File: src/rtl/cu_pkg.sv
// Shared definitions for the multi-cycle control unit: opcodes, FSM states,
// ALUOp classes, trap causes and the static control bundle.
package cu_pkg;

  localparam logic [6:0] OP_R      = 7'b0110011;
  localparam logic [6:0] OP_IMM    = 7'b0010011;
  localparam logic [6:0] OP_LOAD   = 7'b0000011;
  localparam logic [6:0] OP_STORE  = 7'b0100011;
  localparam logic [6:0] OP_BRANCH = 7'b1100011;
  localparam logic [6:0] OP_JAL    = 7'b1101111;
  localparam logic [6:0] OP_JALR   = 7'b1100111;
  localparam logic [6:0] OP_LUI    = 7'b0110111;
  localparam logic [6:0] OP_AUIPC  = 7'b0010111;

  localparam logic [1:0] ALU_ADD   = 2'b00;
  localparam logic [1:0] ALU_BR    = 2'b01;
  localparam logic [1:0] ALU_FUNCT = 2'b10;
  localparam logic [1:0] ALU_PASS  = 2'b11;

  localparam logic [1:0] CAUSE_NONE    = 2'b00;
  localparam logic [1:0] CAUSE_ILLEGAL = 2'b01;
  localparam logic [1:0] CAUSE_TIMEOUT = 2'b10;

  typedef enum logic [2:0] {
    ST_FETCH  = 3'd0,
    ST_DECODE = 3'd1,
    ST_EXEC   = 3'd2,
    ST_MEM    = 3'd3,
    ST_WB     = 3'd4,
    ST_TRAP   = 3'd5
  } state_e;

  typedef struct packed {
    logic       alu_src;
    logic       mem_to_reg;
    logic       branch;
    logic       jump;
    logic       jalr;
    logic [1:0] alu_op;
  } ctrl_t;

  function automatic ctrl_t make_ctrl(input logic alu_src, input logic mem_to_reg,
                                      input logic branch, input logic jump,
                                      input logic jalr, input logic [1:0] alu_op);
    ctrl_t c;
    c.alu_src    = alu_src;
    c.mem_to_reg = mem_to_reg;
    c.branch     = branch;
    c.jump       = jump;
    c.jalr       = jalr;
    c.alu_op     = alu_op;
    return c;
  endfunction

endpackage

File: src/rtl/cu_decode.sv
// Combinational opcode decoder: static control bundle plus classification
// flags used by the sequencing FSM.
module cu_decode
  import cu_pkg::*;
#(
  parameter bit EN_UPPER = 1'b1
) (
  input  logic [6:0] opcode_i,
  output ctrl_t      ctrl_o,
  output logic       illegal_o,
  output logic       needs_mem_o,
  output logic       writes_reg_o
);

  // Table lookup; unknown opcodes leave every control low and flag illegal.
  always_comb begin
    ctrl_o       = make_ctrl(1'b0, 1'b0, 1'b0, 1'b0, 1'b0, ALU_ADD);
    illegal_o    = 1'b0;
    needs_mem_o  = 1'b0;
    writes_reg_o = 1'b0;
    case (opcode_i)
      OP_R: begin
        ctrl_o       = make_ctrl(1'b0, 1'b0, 1'b0, 1'b0, 1'b0, ALU_FUNCT);
        writes_reg_o = 1'b1;
      end
      OP_IMM: begin
        ctrl_o       = make_ctrl(1'b1, 1'b0, 1'b0, 1'b0, 1'b0, ALU_FUNCT);
        writes_reg_o = 1'b1;
      end
      OP_LOAD: begin
        ctrl_o       = make_ctrl(1'b1, 1'b1, 1'b0, 1'b0, 1'b0, ALU_ADD);
        needs_mem_o  = 1'b1;
        writes_reg_o = 1'b1;
      end
      OP_STORE: begin
        ctrl_o      = make_ctrl(1'b1, 1'b0, 1'b0, 1'b0, 1'b0, ALU_ADD);
        needs_mem_o = 1'b1;
      end
      OP_BRANCH: begin
        ctrl_o = make_ctrl(1'b0, 1'b0, 1'b1, 1'b0, 1'b0, ALU_BR);
      end
      OP_JAL: begin
        ctrl_o       = make_ctrl(1'b0, 1'b0, 1'b0, 1'b1, 1'b0, ALU_ADD);
        writes_reg_o = 1'b1;
      end
      OP_JALR: begin
        ctrl_o       = make_ctrl(1'b1, 1'b0, 1'b0, 1'b1, 1'b1, ALU_ADD);
        writes_reg_o = 1'b1;
      end
      OP_LUI: begin
        if (EN_UPPER) begin
          ctrl_o       = make_ctrl(1'b1, 1'b0, 1'b0, 1'b0, 1'b0, ALU_PASS);
          writes_reg_o = 1'b1;
        end else begin
          illegal_o = 1'b1;
        end
      end
      OP_AUIPC: begin
        if (EN_UPPER) begin
          ctrl_o       = make_ctrl(1'b1, 1'b0, 1'b0, 1'b0, 1'b0, ALU_ADD);
          writes_reg_o = 1'b1;
        end else begin
          illegal_o = 1'b1;
        end
      end
      default: begin
        illegal_o = 1'b1;
      end
    endcase
  end

endmodule

File: src/rtl/multicycle_cu.sv
// Multi-cycle main control unit: FETCH/DECODE/EXEC/MEM/WB sequencing with
// illegal-opcode and memory-timeout traps and a retired-instruction counter.
module multicycle_cu
  import cu_pkg::*;
#(
  parameter int unsigned ALUOP_W     = 2,
  parameter bit          EN_UPPER    = 1'b1,
  parameter int unsigned MEM_TIMEOUT = 15,
  parameter int unsigned RET_W       = 32
) (
  input  logic               clk,
  input  logic               rst_n,
  input  logic               instr_valid,
  output logic               instr_ready,
  input  logic [6:0]         opcode,
  input  logic               mem_ready,
  input  logic               trap_clr,
  output logic               ALUSrc,
  output logic               MemtoReg,
  output logic               Branch,
  output logic               Jump,
  output logic               Jalr,
  output logic [ALUOP_W-1:0] ALUOp,
  output logic               MemRead,
  output logic               MemWrite,
  output logic               RegWrite,
  output logic               PCWrite,
  output logic               busy,
  output logic               trap,
  output logic [1:0]         trap_cause,
  output logic [RET_W-1:0]   retired
);

  localparam int unsigned       WAIT_W    = $clog2(MEM_TIMEOUT + 1);
  localparam logic [WAIT_W-1:0] WAIT_LAST = WAIT_W'(MEM_TIMEOUT - 1);

  state_e             state_q, state_d;
  logic [6:0]         opcode_q, opcode_d;
  logic [WAIT_W-1:0]  wait_q, wait_d;
  logic [1:0]         cause_q, cause_d;
  logic [RET_W-1:0]   retired_q, retired_d;

  ctrl_t ctrl_s;
  logic  illegal_s, needs_mem_s, writes_reg_s;

  cu_decode #(.EN_UPPER(EN_UPPER)) u_decode (
    .opcode_i     (opcode_q),
    .ctrl_o       (ctrl_s),
    .illegal_o    (illegal_s),
    .needs_mem_o  (needs_mem_s),
    .writes_reg_o (writes_reg_s)
  );

  // State, latched opcode, memory wait counter, trap cause and retire count.
  always_ff @(posedge clk or negedge rst_n) begin
    if (!rst_n) begin
      state_q   <= ST_FETCH;
      opcode_q  <= 7'b0;
      wait_q    <= '0;
      cause_q   <= CAUSE_NONE;
      retired_q <= '0;
    end else begin
      state_q   <= state_d;
      opcode_q  <= opcode_d;
      wait_q    <= wait_d;
      cause_q   <= cause_d;
      retired_q <= retired_d;
    end
  end

  // Sequencing and per-state strobes; mem_ready takes priority over the timeout.
  always_comb begin
    state_d     = state_q;
    opcode_d    = opcode_q;
    wait_d      = wait_q;
    cause_d     = cause_q;
    retired_d   = retired_q;
    instr_ready = 1'b0;
    MemRead     = 1'b0;
    MemWrite    = 1'b0;
    RegWrite    = 1'b0;
    PCWrite     = 1'b0;
    case (state_q)
      ST_FETCH: begin
        instr_ready = 1'b1;
        if (instr_valid) begin
          opcode_d = opcode;
          state_d  = ST_DECODE;
        end else begin
          state_d = ST_FETCH;
        end
      end
      ST_DECODE: begin
        if (illegal_s) begin
          cause_d = CAUSE_ILLEGAL;
          state_d = ST_TRAP;
        end else begin
          state_d = ST_EXEC;
        end
      end
      ST_EXEC: begin
        if (needs_mem_s) begin
          wait_d  = '0;
          state_d = ST_MEM;
        end else if (writes_reg_s) begin
          state_d = ST_WB;
        end else begin
          PCWrite   = 1'b1;
          retired_d = retired_q + RET_W'(1);
          state_d   = ST_FETCH;
        end
      end
      ST_MEM: begin
        MemRead  = ctrl_s.mem_to_reg;
        MemWrite = ~ctrl_s.mem_to_reg;
        if (mem_ready) begin
          if (ctrl_s.mem_to_reg) begin
            state_d = ST_WB;
          end else begin
            PCWrite   = 1'b1;
            retired_d = retired_q + RET_W'(1);
            state_d   = ST_FETCH;
          end
        end else if (wait_q == WAIT_LAST) begin
          cause_d = CAUSE_TIMEOUT;
          state_d = ST_TRAP;
        end else begin
          wait_d = wait_q + WAIT_W'(1);
        end
      end
      ST_WB: begin
        RegWrite  = 1'b1;
        PCWrite   = 1'b1;
        retired_d = retired_q + RET_W'(1);
        state_d   = ST_FETCH;
      end
      ST_TRAP: begin
        if (trap_clr) begin
          cause_d = CAUSE_NONE;
          state_d = ST_FETCH;
        end else begin
          state_d = ST_TRAP;
        end
      end
      default: begin
        state_d = ST_FETCH;
      end
    endcase
  end

  // Static decode controls are visible only while an instruction is in flight.
  always_comb begin
    if ((state_q == ST_DECODE) || (state_q == ST_EXEC) ||
        (state_q == ST_MEM) || (state_q == ST_WB)) begin
      ALUSrc   = ctrl_s.alu_src;
      MemtoReg = ctrl_s.mem_to_reg;
      Branch   = ctrl_s.branch;
      Jump     = ctrl_s.jump;
      Jalr     = ctrl_s.jalr;
      ALUOp    = ALUOP_W'(ctrl_s.alu_op);
    end else begin
      ALUSrc   = 1'b0;
      MemtoReg = 1'b0;
      Branch   = 1'b0;
      Jump     = 1'b0;
      Jalr     = 1'b0;
      ALUOp    = '0;
    end
  end

  assign busy       = (state_q != ST_FETCH);
  assign trap       = (state_q == ST_TRAP);
  assign trap_cause = cause_q;
  assign retired    = retired_q;

endmodule

File: config.mk
export PLATFORM = sky130hd
export DESIGN_NAME = multicycle_cu
export DESIGN_NICKNAME = d
export VERILOG_FILES = /design/src/rtl/cu_pkg.sv /design/src/rtl/cu_decode.sv /design/src/rtl/multicycle_cu.sv
export SDC_FILE = /design/constraint.sdc
export NUM_CORES = 1
export LEC_CHECK = 0
export ABC_AREA = 1
export CAP_MARGIN = 20
export CORE_MARGIN = 1.5
export CORE_UTILIZATION = 45
export CTS_BUF_LIST = sky130_fd_sc_hd__clkbuf_2
export CTS_CLUSTER_SIZE = 25
export DETAILED_ROUTE_END_ITERATION = 12
export DONT_BUFFER_PORTS = 1
export SYNTH_ARGS = -nofsm -noshare
export SYNTH_HDL_FRONTEND = slang
export SYNTH_SLANG_ARGS = --single-unit
File: constraint.sdc
create_clock -name clk -period 2.89 [get_ports clk]
set_clock_uncertainty 0.15 [all_clocks]
set_input_delay 0.867 -clock clk [delete_from_list [all_inputs] [get_ports clk]]
set_output_delay 0.867 -clock clk [all_outputs]
set_load 0.03 [all_outputs]
==> results.toml <==
[die]
pin_count = 60
die_h_um = 87.3
dieWidth_um = 87.3
dieArea_um2 = 7620
core_area_um2 = 6830
initial_utilization = 0.468
rows = 30

[logic_synthesis]
yosysWarnings = 0
synth-seq-cells = 48
ys_types = 26
syn_nets = 492
syn_area_um2 = 3200
ys_seq_area_frac = 0.376
syn_avg_cell_area_um2 = 6.70
synth_cells = 477

[clocking]
root_buffer = "clkbuf_2"
cts.path.max_buffers = 2
cts.htree.levels = 2
cts_inserted_buffers = 5
tritoncts = "yes"
clkTransAtPathRegs_ps = 260
clk_latency_ps = 440
cts.sinks = 48

[final_layout]
regArea_um2 = 1200
nets = 504
n_antenna_cell = 0
multi_input_area_um2 = 1810
fillers = 732
drive_gt1_frac = 0.104
fin_cells = 585
syn_to_final_growth_pct = 6.77

[sta]
setup_viol = 0
tightestPinTransition_ps = 484
final.period_utilization = 0.972
slew_violations = 0
hold_viol = 0
whs_ps = 72.4
maxSlewHeadroom = 0.677
fmax_mhz = 356
setup_slack_ps = 81.0
post-route-min-period_ps = 2810

[min_path]
worst_hold_path_type = "in -> async"

[placement]
portBuffers = 0
dp_cells = 576
gp_congestion = 0.959
dp_hpwl_um = 5860
post-place-ws_ps = 509

[power]
leakagePower_uw = 0.00171
powerDensity_nw_per_um2 = 607
vdd_drop_max_uv = 416

[detailed_routing]
routed_wl_um = 7900
ant_nets = 0
wl_per_cell_um = 13.5
post-route-drc-count = 0
drt_pass1_iterations = 4
first_iter_violations = 142
vias_per_cell = 5.08
vias = 2972

[setup_path]
cp_top_family = "simple AND/OR/NAND/NOR gates"
cp_slowest_cell = "dfrtp_1"
crit_type = "reg -> out"
critical-path-max-stage-delay_ps = 490
required_ps = 1870
path_max_fanout = 6
end_kind = "primary output"
arrival_ps = 1790
worst-path-buf-inv = 2
startpoint_type = "flip-flop"
path_cells = "nor2_2 -> nand2_1 -> inv_1 -> nor2_1 -> or2_2 -> inv_4"

[grt]
grt_pass1_vias = 2790
grt_max_degree = 49
grt_usage = 0.222
grt_pass1_wl_um = 13300
antenna_found_initial = 0
grt_overflow = 0

[status]
status = "finished clean"

[flow_run]
drv_cap = 0
-- final cells by class --
type	instances	share of cell area
multi-input combinational	389	0.531
sequential	48	0.352
timing repair buffer	15	0.0389
tap	96	0.0352
inverter	30	0.0337
clock buffer	5	0.00733
clock inverter	2	0.00220
-- power breakdown --
part           total (µW)  switching (µW)  internal, µW
combinational         843             602           241
clock                 271             221          49.9
sequential            958             180           778
-- synthesized netlist by cell type (all sizes together) --
| cell | number | share of area |
|---|---|---|
| inv | 30 | 0.035 |
| or2 | 4 | 0.0078 |
| nor3 | 1 | 0.0016 |
| nand3b | 16 | 0.038 |
| o21ai | 5 | 0.0078 |
| nand3 | 49 | 0.080 |
| o211a | 1 | 0.0031 |
| a21oi | 10 | 0.016 |
| nor2 | 80 | 0.10 |
| buf | 10 | 0.024 |
| a31oi | 2 | 0.0039 |
| ha | 3 | 0.012 |
| dfrtp | 48 | 0.38 |
| xnor2 | 5 | 0.014 |
| nand2 | 198 | 0.24 |
| nand4 | 2 | 0.0039 |
| xor2 | 11 | 0.030 |
| mux2 | 2 | 0.0070 |
-- repair_timing --
action | in CTS | in global routing
hold buffers | 1 | 0
setup buffers | 0 | 1
setup endpoints to repair | 1 | 7
endpoints found under the hold margin | 48 | 0
gates resized for setup | 1 | 3
-- sequential cells by signal, indices dropped and copies added (netlist names) --
| name | flops |
|---|---|
| opcode_q | 7 |
| state_q | 3 |
| wait_q | 4 |
| retired | 32 |
| trap_cause | 2 |
-- worst register-to-register path, stage by stage, from the launching register on --
cell	delay, ps
dfrtp_1	650
ha_1	380
nand3_1	200
inv_1	160
nand2_1	140
nor2_1	210
xor2_1	180
nand2_1	70
nand2_1	60
-- worst paths after layout --
| path | startpoint | endpoint | slack, ps | depth (start not counted) |
|---|---|---|---|---|
| hold reg to reg | opcode_q[0] | opcode_q[0] | 410 | 1 |
| hold / removal | rst_n | trap_cause[0] | 70 | 1 |
| max in group asynchronous | rst_n | retired[13] | 2280 | 1 |
| setup / recovery | state_q[1] | Jump | 80 | 6 |
| setup reg to reg | retired[1] | retired[16] | 650 | 8 |
| min in group clk | instr_valid | state_q[0] | 380 | 2 |
-- layout by cell type, fill, tap and decap left out, drive strengths merged --
master	Yosys	routed
nand2	198	198
clkinv	0	2
a31oi	2	2
a21oi	10	10
dfrtp	48	48
nand4	2	2
xor2	11	11
nand3b	16	16
nor2	80	80
buf	10	15
o21ai	5	5
or2	4	4
mux2	2	2
o211a	1	1
nor3	1	1
xnor2	5	5
nand3	49	49
ha	3	3
inv	30	30
clkbuf	0	5
-- layer usage --
layer | up-vias | routed length, µm | global-route usage
li1 | 1532 | - | -
met1 | 1360 | 3710 | 0.296
met2 | 70 | 3620 | 0.354
met3 | 10 | 428 | 0.0578
met4 | 0 | 130 | 0.0635
met5 | - | 0 | 0
-- logic make-up (layout without fill, tap and decap cells) --
kind of cell             Yosys count  after routing  synth area share
adder cells (fa/ha/maj)            3              3            0.0117
buffers and inverters             40             52            0.0591
AO/OA/AOI/OAI                     18             18            0.0305
multiplexers                       2              2           0.00704
AND/OR/NAND/NOR                  350            350             0.472
flip-flops                        48             48             0.376
XOR/XNOR                          16             16            0.0438
-- per-stage QoR --
step                      total power [µW]  area, µm²  TNS, ps  utilization
after global placement                1780       3340        0        0.489
after CTS                             2080       3400        0        0.497
after detailed placement              1790       3340        0        0.489
final                                 2070       3410        0        0.500
after global routing                  2220       3410    -2.65        0.500
after floorplan                       1630       3200        0            -
(Power assumes the default switching activity.)
